### src/rtl/vga_pkg.sv
// Shared VGA timing definitions: 640x480@60 constants, scan FSM states and
// helpers for line/frame terminal detection.
package vga_pkg;

  localparam int VGA_H_ACTIVE = 640;
  localparam int VGA_H_FP     = 16;
  localparam int VGA_H_SYNC   = 96;
  localparam int VGA_H_BP     = 48;

  localparam int VGA_V_ACTIVE = 480;
  localparam int VGA_V_FP     = 10;
  localparam int VGA_V_SYNC   = 2;
  localparam int VGA_V_BP     = 33;

  typedef enum logic [1:0] {
    ST_IDLE = 2'd0,
    ST_RUN  = 2'd1,
    ST_STOP = 2'd2
  } vga_state_e;

  function automatic int axis_total(input int act, input int fp, input int sync, input int bp);
    return act + fp + sync + bp;
  endfunction

  // Index of the last position on an axis; a frame ends where both axes sit on theirs.
  function automatic int axis_last(input int total);
    return total - 1;
  endfunction

  function automatic logic is_frame_end(input logic h_tc, input logic v_tc);
    return h_tc & v_tc;
  endfunction

endpackage

### src/rtl/vga_axis_counter.sv
// Wrap-around position counter for one scan axis with a terminal-count flag.
module vga_axis_counter #(
  parameter int CW    = 11,
  parameter int TOTAL = 800
) (
  input  logic          clk_i,
  input  logic          rst_ni,
  input  logic          clr_i,
  input  logic          inc_i,
  output logic [CW-1:0] cnt_o,
  output logic          tc_o
);

  localparam logic [CW-1:0] LAST = CW'(vga_pkg::axis_last(TOTAL));

  logic [CW-1:0] cnt_q;
  logic [CW-1:0] cnt_d;

  assign tc_o  = (cnt_q == LAST);
  assign cnt_o = cnt_q;

  always_comb begin
    cnt_d = cnt_q;
    if (clr_i) begin
      cnt_d = '0;
    end else if (inc_i) begin
      cnt_d = tc_o ? '0 : cnt_q + 1'b1;
    end
  end

  always_ff @(posedge clk_i or negedge rst_ni) begin
    if (!rst_ni) begin
      cnt_q <= '0;
    end else begin
      cnt_q <= cnt_d;
    end
  end

endmodule

### src/rtl/vga_timing_gen.sv
// VGA raster timing generator: h/v scan counters, start/stop FSM honouring
// frame boundaries, and sync/enable/coordinate outputs registered together.
module vga_timing_gen
  import vga_pkg::*;
#(
  parameter int CW       = 11,
  parameter int H_ACTIVE = VGA_H_ACTIVE,
  parameter int H_FP     = VGA_H_FP,
  parameter int H_SYNC   = VGA_H_SYNC,
  parameter int H_BP     = VGA_H_BP,
  parameter int V_ACTIVE = VGA_V_ACTIVE,
  parameter int V_FP     = VGA_V_FP,
  parameter int V_SYNC   = VGA_V_SYNC,
  parameter int V_BP     = VGA_V_BP,
  parameter bit HS_POL   = 1'b0,
  parameter bit VS_POL   = 1'b0,
  parameter int FW       = 16
) (
  input  logic          pixel_clk,
  input  logic          rst_n,
  input  logic          en,
  output logic          HS,
  output logic          VS,
  output logic          de,
  output logic [CW-1:0] x,
  output logic [CW-1:0] y,
  output logic          line_start,
  output logic          frame_start,
  output logic [FW-1:0] frame_cnt,
  output logic          running
);

  localparam int H_TOTAL = axis_total(H_ACTIVE, H_FP, H_SYNC, H_BP);
  localparam int V_TOTAL = axis_total(V_ACTIVE, V_FP, V_SYNC, V_BP);

  if ((longint'(H_TOTAL) > (longint'(1) << CW)) || (longint'(V_TOTAL) > (longint'(1) << CW))) begin : g_size_check
    $error("vga_timing_gen: H_TOTAL/V_TOTAL do not fit in CW bits");
  end

  // One extra bit so region bounds equal to 2**CW still compare correctly.
  localparam logic [CW:0] H_DE_END   = (CW+1)'(H_ACTIVE);
  localparam logic [CW:0] H_SYNC_BEG = (CW+1)'(H_ACTIVE + H_FP);
  localparam logic [CW:0] H_SYNC_END = (CW+1)'(H_ACTIVE + H_FP + H_SYNC);
  localparam logic [CW:0] V_DE_END   = (CW+1)'(V_ACTIVE);
  localparam logic [CW:0] V_SYNC_BEG = (CW+1)'(V_ACTIVE + V_FP);
  localparam logic [CW:0] V_SYNC_END = (CW+1)'(V_ACTIVE + V_FP + V_SYNC);

  vga_state_e    state_q;
  logic [CW-1:0] h_cnt;
  logic [CW-1:0] v_cnt;
  logic          h_tc;
  logic          v_tc;
  logic          scanning;
  logic          frame_end;
  logic          in_hsync;
  logic          in_vsync;
  logic          in_active;

  logic          hs_q;
  logic          vs_q;
  logic          de_q;
  logic [CW-1:0] x_q;
  logic [CW-1:0] y_q;
  logic          ls_q;
  logic          fs_q;
  logic [FW-1:0] fc_q;
  logic          run_q;

  assign scanning  = (state_q != ST_IDLE);
  assign frame_end = scanning && is_frame_end(h_tc, v_tc);

  vga_axis_counter #(
    .CW    (CW),
    .TOTAL (H_TOTAL)
  ) u_h_cnt (
    .clk_i  (pixel_clk),
    .rst_ni (rst_n),
    .clr_i  (!scanning),
    .inc_i  (scanning),
    .cnt_o  (h_cnt),
    .tc_o   (h_tc)
  );

  vga_axis_counter #(
    .CW    (CW),
    .TOTAL (V_TOTAL)
  ) u_v_cnt (
    .clk_i  (pixel_clk),
    .rst_ni (rst_n),
    .clr_i  (!scanning),
    .inc_i  (scanning && h_tc),
    .cnt_o  (v_cnt),
    .tc_o   (v_tc)
  );

  assign in_hsync  = ({1'b0, h_cnt} >= H_SYNC_BEG) && ({1'b0, h_cnt} < H_SYNC_END);
  assign in_vsync  = ({1'b0, v_cnt} >= V_SYNC_BEG) && ({1'b0, v_cnt} < V_SYNC_END);
  assign in_active = ({1'b0, h_cnt} < H_DE_END) && ({1'b0, v_cnt} < V_DE_END);

  // Every output is a registered function of the same (state, h, v) snapshot.
  always_ff @(posedge pixel_clk or negedge rst_n) begin
    if (!rst_n) begin
      state_q <= ST_IDLE;
      hs_q    <= ~HS_POL;
      vs_q    <= ~VS_POL;
      de_q    <= 1'b0;
      x_q     <= '0;
      y_q     <= '0;
      ls_q    <= 1'b0;
      fs_q    <= 1'b0;
      fc_q    <= '0;
      run_q   <= 1'b0;
    end else begin
      case (state_q)
        ST_IDLE: if (en) state_q <= ST_RUN;
        ST_RUN:  if (!en) state_q <= ST_STOP;
        ST_STOP: begin
          if (en) begin
            state_q <= ST_RUN;
          end else if (frame_end) begin
            state_q <= ST_IDLE;
          end
        end
        default: state_q <= ST_IDLE;
      endcase

      if (frame_end) begin
        fc_q <= fc_q + 1'b1;
      end

      hs_q  <= (scanning && in_hsync) ? HS_POL : ~HS_POL;
      vs_q  <= (scanning && in_vsync) ? VS_POL : ~VS_POL;
      de_q  <= scanning && in_active;
      x_q   <= scanning ? h_cnt : '0;
      y_q   <= scanning ? v_cnt : '0;
      ls_q  <= scanning && (h_cnt == '0);
      fs_q  <= scanning && (h_cnt == '0) && (v_cnt == '0);
      run_q <= scanning;
    end
  end

  assign HS          = hs_q;
  assign VS          = vs_q;
  assign de          = de_q;
  assign x           = x_q;
  assign y           = y_q;
  assign line_start  = ls_q;
  assign frame_start = fs_q;
  assign frame_cnt   = fc_q;
  assign running     = run_q;

endmodule

### config.mk
export PLATFORM = sky130hd
export DESIGN_NAME = vga_timing_gen
export DESIGN_NICKNAME = d
export VERILOG_FILES = /design/src/rtl/vga_pkg.sv /design/src/rtl/vga_axis_counter.sv /design/src/rtl/vga_timing_gen.sv
export SDC_FILE = /design/constraint.sdc
export NUM_CORES = 1
export LEC_CHECK = 0
export BUFFER_PORTS_ARGS = -buffer_cell sky130_fd_sc_hd__clkbuf_2
export CAP_MARGIN = 5
export CORE_ASPECT_RATIO = 0.5
export CORE_MARGIN = 1
export CORE_UTILIZATION = 50
export DETAILED_ROUTE_END_ITERATION = 10
export PLACE_DENSITY = 0.73
export REMOVE_ABC_BUFFERS = 1
export SLEW_MARGIN = 20
export SYNTH_ARGS = -nofsm -noshare
export SYNTH_HDL_FRONTEND = slang
export SYNTH_SLANG_ARGS = --single-unit
### constraint.sdc
create_clock -name pixel_clk -period 2.2 [get_ports pixel_clk]
set_input_delay 0.33 -clock pixel_clk [delete_from_list [all_inputs] [get_ports pixel_clk]]
set_output_delay 0.33 -clock pixel_clk [all_outputs]
set_load 0.005 [all_outputs]
==> summary.md <==
| Metric | Value |
|---|---|
| Status | `complete, but fails checks` |
| Failing checks | `design-rule violations, negative setup slack` |
| Final WS setup | `-154 ps` |
| Initial DRC Count | `169` |
| Depth of the CTS H-tree | `3` |
| VDD IR-drop max | `402 uV` |
| Area after DPL | `3550 um2` |
| CTS tree | `yes` |
| Placer Congestion | `roughly 0.86` |
| Top cell type's share of synthesized area | `0.552` |
| Slew margin rel. | `0.543` |
| Vias/cell | `roughly 5.5` |
| RSZ-0062 raised after global routing | `true` |
| Clock Path Buffers | `2` |
| Vert. Die Dim | `approximately 57 um` |
| Avg Inst Size Synth | `approximately 11 um2` |
| Dpl hpwl | `4460 um` |
| Area Overhead vs Synth | `37.4%` |
| Synth Flop Type | `dfrtp_1` |
| Synth cell types | `42` |
| CP dominant cell by count | `buf_4` |
| Antenna Violating Nets Remaining | `0` |
| Fill count | `375` |
| Fin nets | `about 380` |
| CP Class | `reg2reg` |
| Asr flop ratio synth | `1.00` |
| Largest area contributor in the netlist | `dfrtp_1` |
| Total Routed Length | `7310 um` |
| Total GRT Usage | `0.241` |
| PwrDens | `671 nW/um2` |
| Final Hold Viols | `0` |
| Cts bufs inserted | `9` |
| Clock skew | `5.94 ps` |
| Hold_ws | `about 13 ps` |
| Register area share after synthesis | `0.569` |
| Critical-path maximum fanout | `3` |
| Hold crit path type | `in2async` |
| Antenna cells | `0` |
| Vias in the first global route | `about 2400` |
| Number of flops mapped to enable cells by yosys | `0` |
| Ys Warns | `0` |
| Power Total | `about 2.8 mW` |
| Starting density of the core | `0.531` |
| First-pass GRT wire length | `approximately 11000 um` |
| Number of remaining DRC errors | `4` |
| CP required | `around 2400 ps` |
| Post-Syn Area | `approximately 3000 um2` |
| Critical path data arrival time | `between 2000 and 3000 ps` |
| #FFs+latches synth | `68` |
| Rows | `19` |
| Pin count of the biggest net entering global routing | `just under 70` |
| Synth top area cells | `dfrtp_1 (55%), xor2_1 (4.4%), and2_1 (4.0%)` |
| Via Count | `2472` |
| Commonest non-fill, non-tap cell in the layout | `dfrtp_1` |
| Final setup viols | `9` |
| CTS Hold Bufs | `0` |
| Final Cycle Share | `1.07` |
| CTS root buffer | `clkbuf_16` |
| Layout cell share with drive strength beyond 1 | `0.381` |
| Initial antenna violation count | `0` |
| Overflow after GRT | `0` |
| Commonest cells after routing, fill and taps aside | `dfrtp_1 (66), buf_4 (49), clkbuf_2 (45)` |
| Clock-pin slew of the registers on the worst-case setup and hold paths | `~50 ps` |
| Worst-margin pin slew | `between 600 and 700 ps` |
| Clock tree sinks | `roughly 70` |
| Number of I/O pins | `47` |
| Tmin final | `around 2400 ps` |
| Max Transition Viols Final | `0` |
| Startpoint types | `register` |
| Setup crit end kind | `register` |
| Critical path, cell by cell | `inv_2 -> ha_1 -> or4b_4 -> nor4_4 -> buf_4 -> nor4b_4 -> buf_4 -> nand2_2 -> xnor2_2` |
| Clk Latency, worst-skew pair | `approximately 330 ps` |
| Core Footprint | `about 5600 um2` |
| WL/cell | `16.3 um` |
| Fmax | `425 MHz` |
| Pre-CTS setup slack | `-112 ps` |
| Syn Inst Count | `~270` |
| Leakage power | `~2.2 nW` |
| Die area | `~6300 um2` |
| Final cell count without fillers | `about 450` |
| Placed insts | `roughly 410` |
| Max_cap viols | `0` |
| Pre-Repair DR Iteration Count | `9` |
| Port Buf Inserts | `46` |
| Design area | `4120 um2` |
| Critical path's slowest cell | `or4b_4` |
| Die width | `about 110 um` |
| Slowest Stage Delay on Critical Path | `a little under 500 ps` |
-- through the flow --
| stage | util | TNS, ps |
|---|---|---|
| 2_1_floorplan | - | -909 |
| 3_3_place_gp | 0.629 | -35.5 |
| 3_5_place_dp | 0.629 | -553 |
| 4_1_cts | 0.694 | -25.6 |
| 5_1_grt | 0.730 | -1970 |
| 6_report | 0.730 | -621 |
-- synth_stat cells, drive strengths merged, types with 2 or more instances --
master  number
o21ai        8
and4         3
nand4        7
o31ai        5
nor2b        2
dfstp        2
nor2        29
and2        19
or2          2
nand3       14
xnor2        8
clkbuf       4
and3         4
nor4         9
or3          2
nor3         9
inv          8
nand2       19
nor4b        2
ha           6
buf          4
xor2        15
a21oi        8
dfrtp       66
or4b         2
-- kinds of logic (layout without fill, tap and decap cells) --
family,after synthesis,in the layout,synth area share
buf+inv,16,122,0.0267
fa+ha+maj,6,6,0.0251
xor+xnor,23,23,0.0673
compound gates,26,26,0.0556
mux,2,2,0.00710
flops,68,68,0.569
simple gates,128,128,0.249
-- power by group --
part	internal [mW]	leakage (nW)	total, mW	switching, mW
Combinational	0.0797	1.11	0.198	0.118
Clock	0.773	0.131	1.25	0.481
Sequential	1.29	0.928	1.31	0.0186
Total	2.14	2.17	2.76	0.617
-- critical path, delay by kind of cell (launching register included) --
kind | cells | cell delay, ps
buffers and inverters | 3 | 440
adder cells (fa/ha/maj) | 1 | 120
XOR/XNOR | 1 | 130
flip-flops | 1 | 390
AND/OR/NAND/NOR | 4 | 1150
-- sequential cells by signal, summed over array words and instances, names as in the netlist --
signal / flops
frame_cnt: 16
u_h_cnt.cnt_o: 11
u_v_cnt.cnt_o: 11
x: 11
y: 11
state_q: 2
HS: 1
VS: 1
de: 1
frame_start: 1
line_start: 1
running: 1
-- what timing repair did --
item	in CTS	in global routing
resized for setup	5	33
buffers inserted	12	8
setup endpoints to repair	14	18
pin swaps	2	18
gates cloned	0	1
-- final cells by class --
class	count	area [um2]	area share
sequential	68	1700	0.414
multi-input combinational	185	1360	0.330
timing repair buffer	100	672	0.163
clock buffer	11	243	0.0590
tap	73	91.3	0.0222
inverter	8	30.0	0.00730
clock inverter	3	15.0	0.00365
-- path summary, 6_finish.rpt --
check | startpoint | end | slack (ps) | cells after the start
worst max-delay path | u_v_cnt.cnt_o[1] | frame_cnt[2] | -150 | 9
worst min-delay path | rst_n | state_q[0] | 10 | 2
worst max register to register | u_v_cnt.cnt_o[1] | frame_cnt[2] | -150 | 9
worst min register to register | frame_cnt[15] | frame_cnt[15] | 470 | 1
max in group asynchronous | rst_n | HS | 1860 | 2
min in group pixel_clk | en | state_q[1] | 160 | 2
-- routing by layer --
metal / routed length (um) / share of wire / global-route usage / vias up
met5: 0 / 0 / 0 / -
met4: 149 / 0.020 / 0.112 / 0
met3: 478 / 0.065 / 0.0702 / 21
met2: 3530 / 0.48 / 0.375 / 107
met1: 3150 / 0.43 / 0.315 / 1208
li1: - / - / - / 1136
Power figures use the tool's default switching activity.
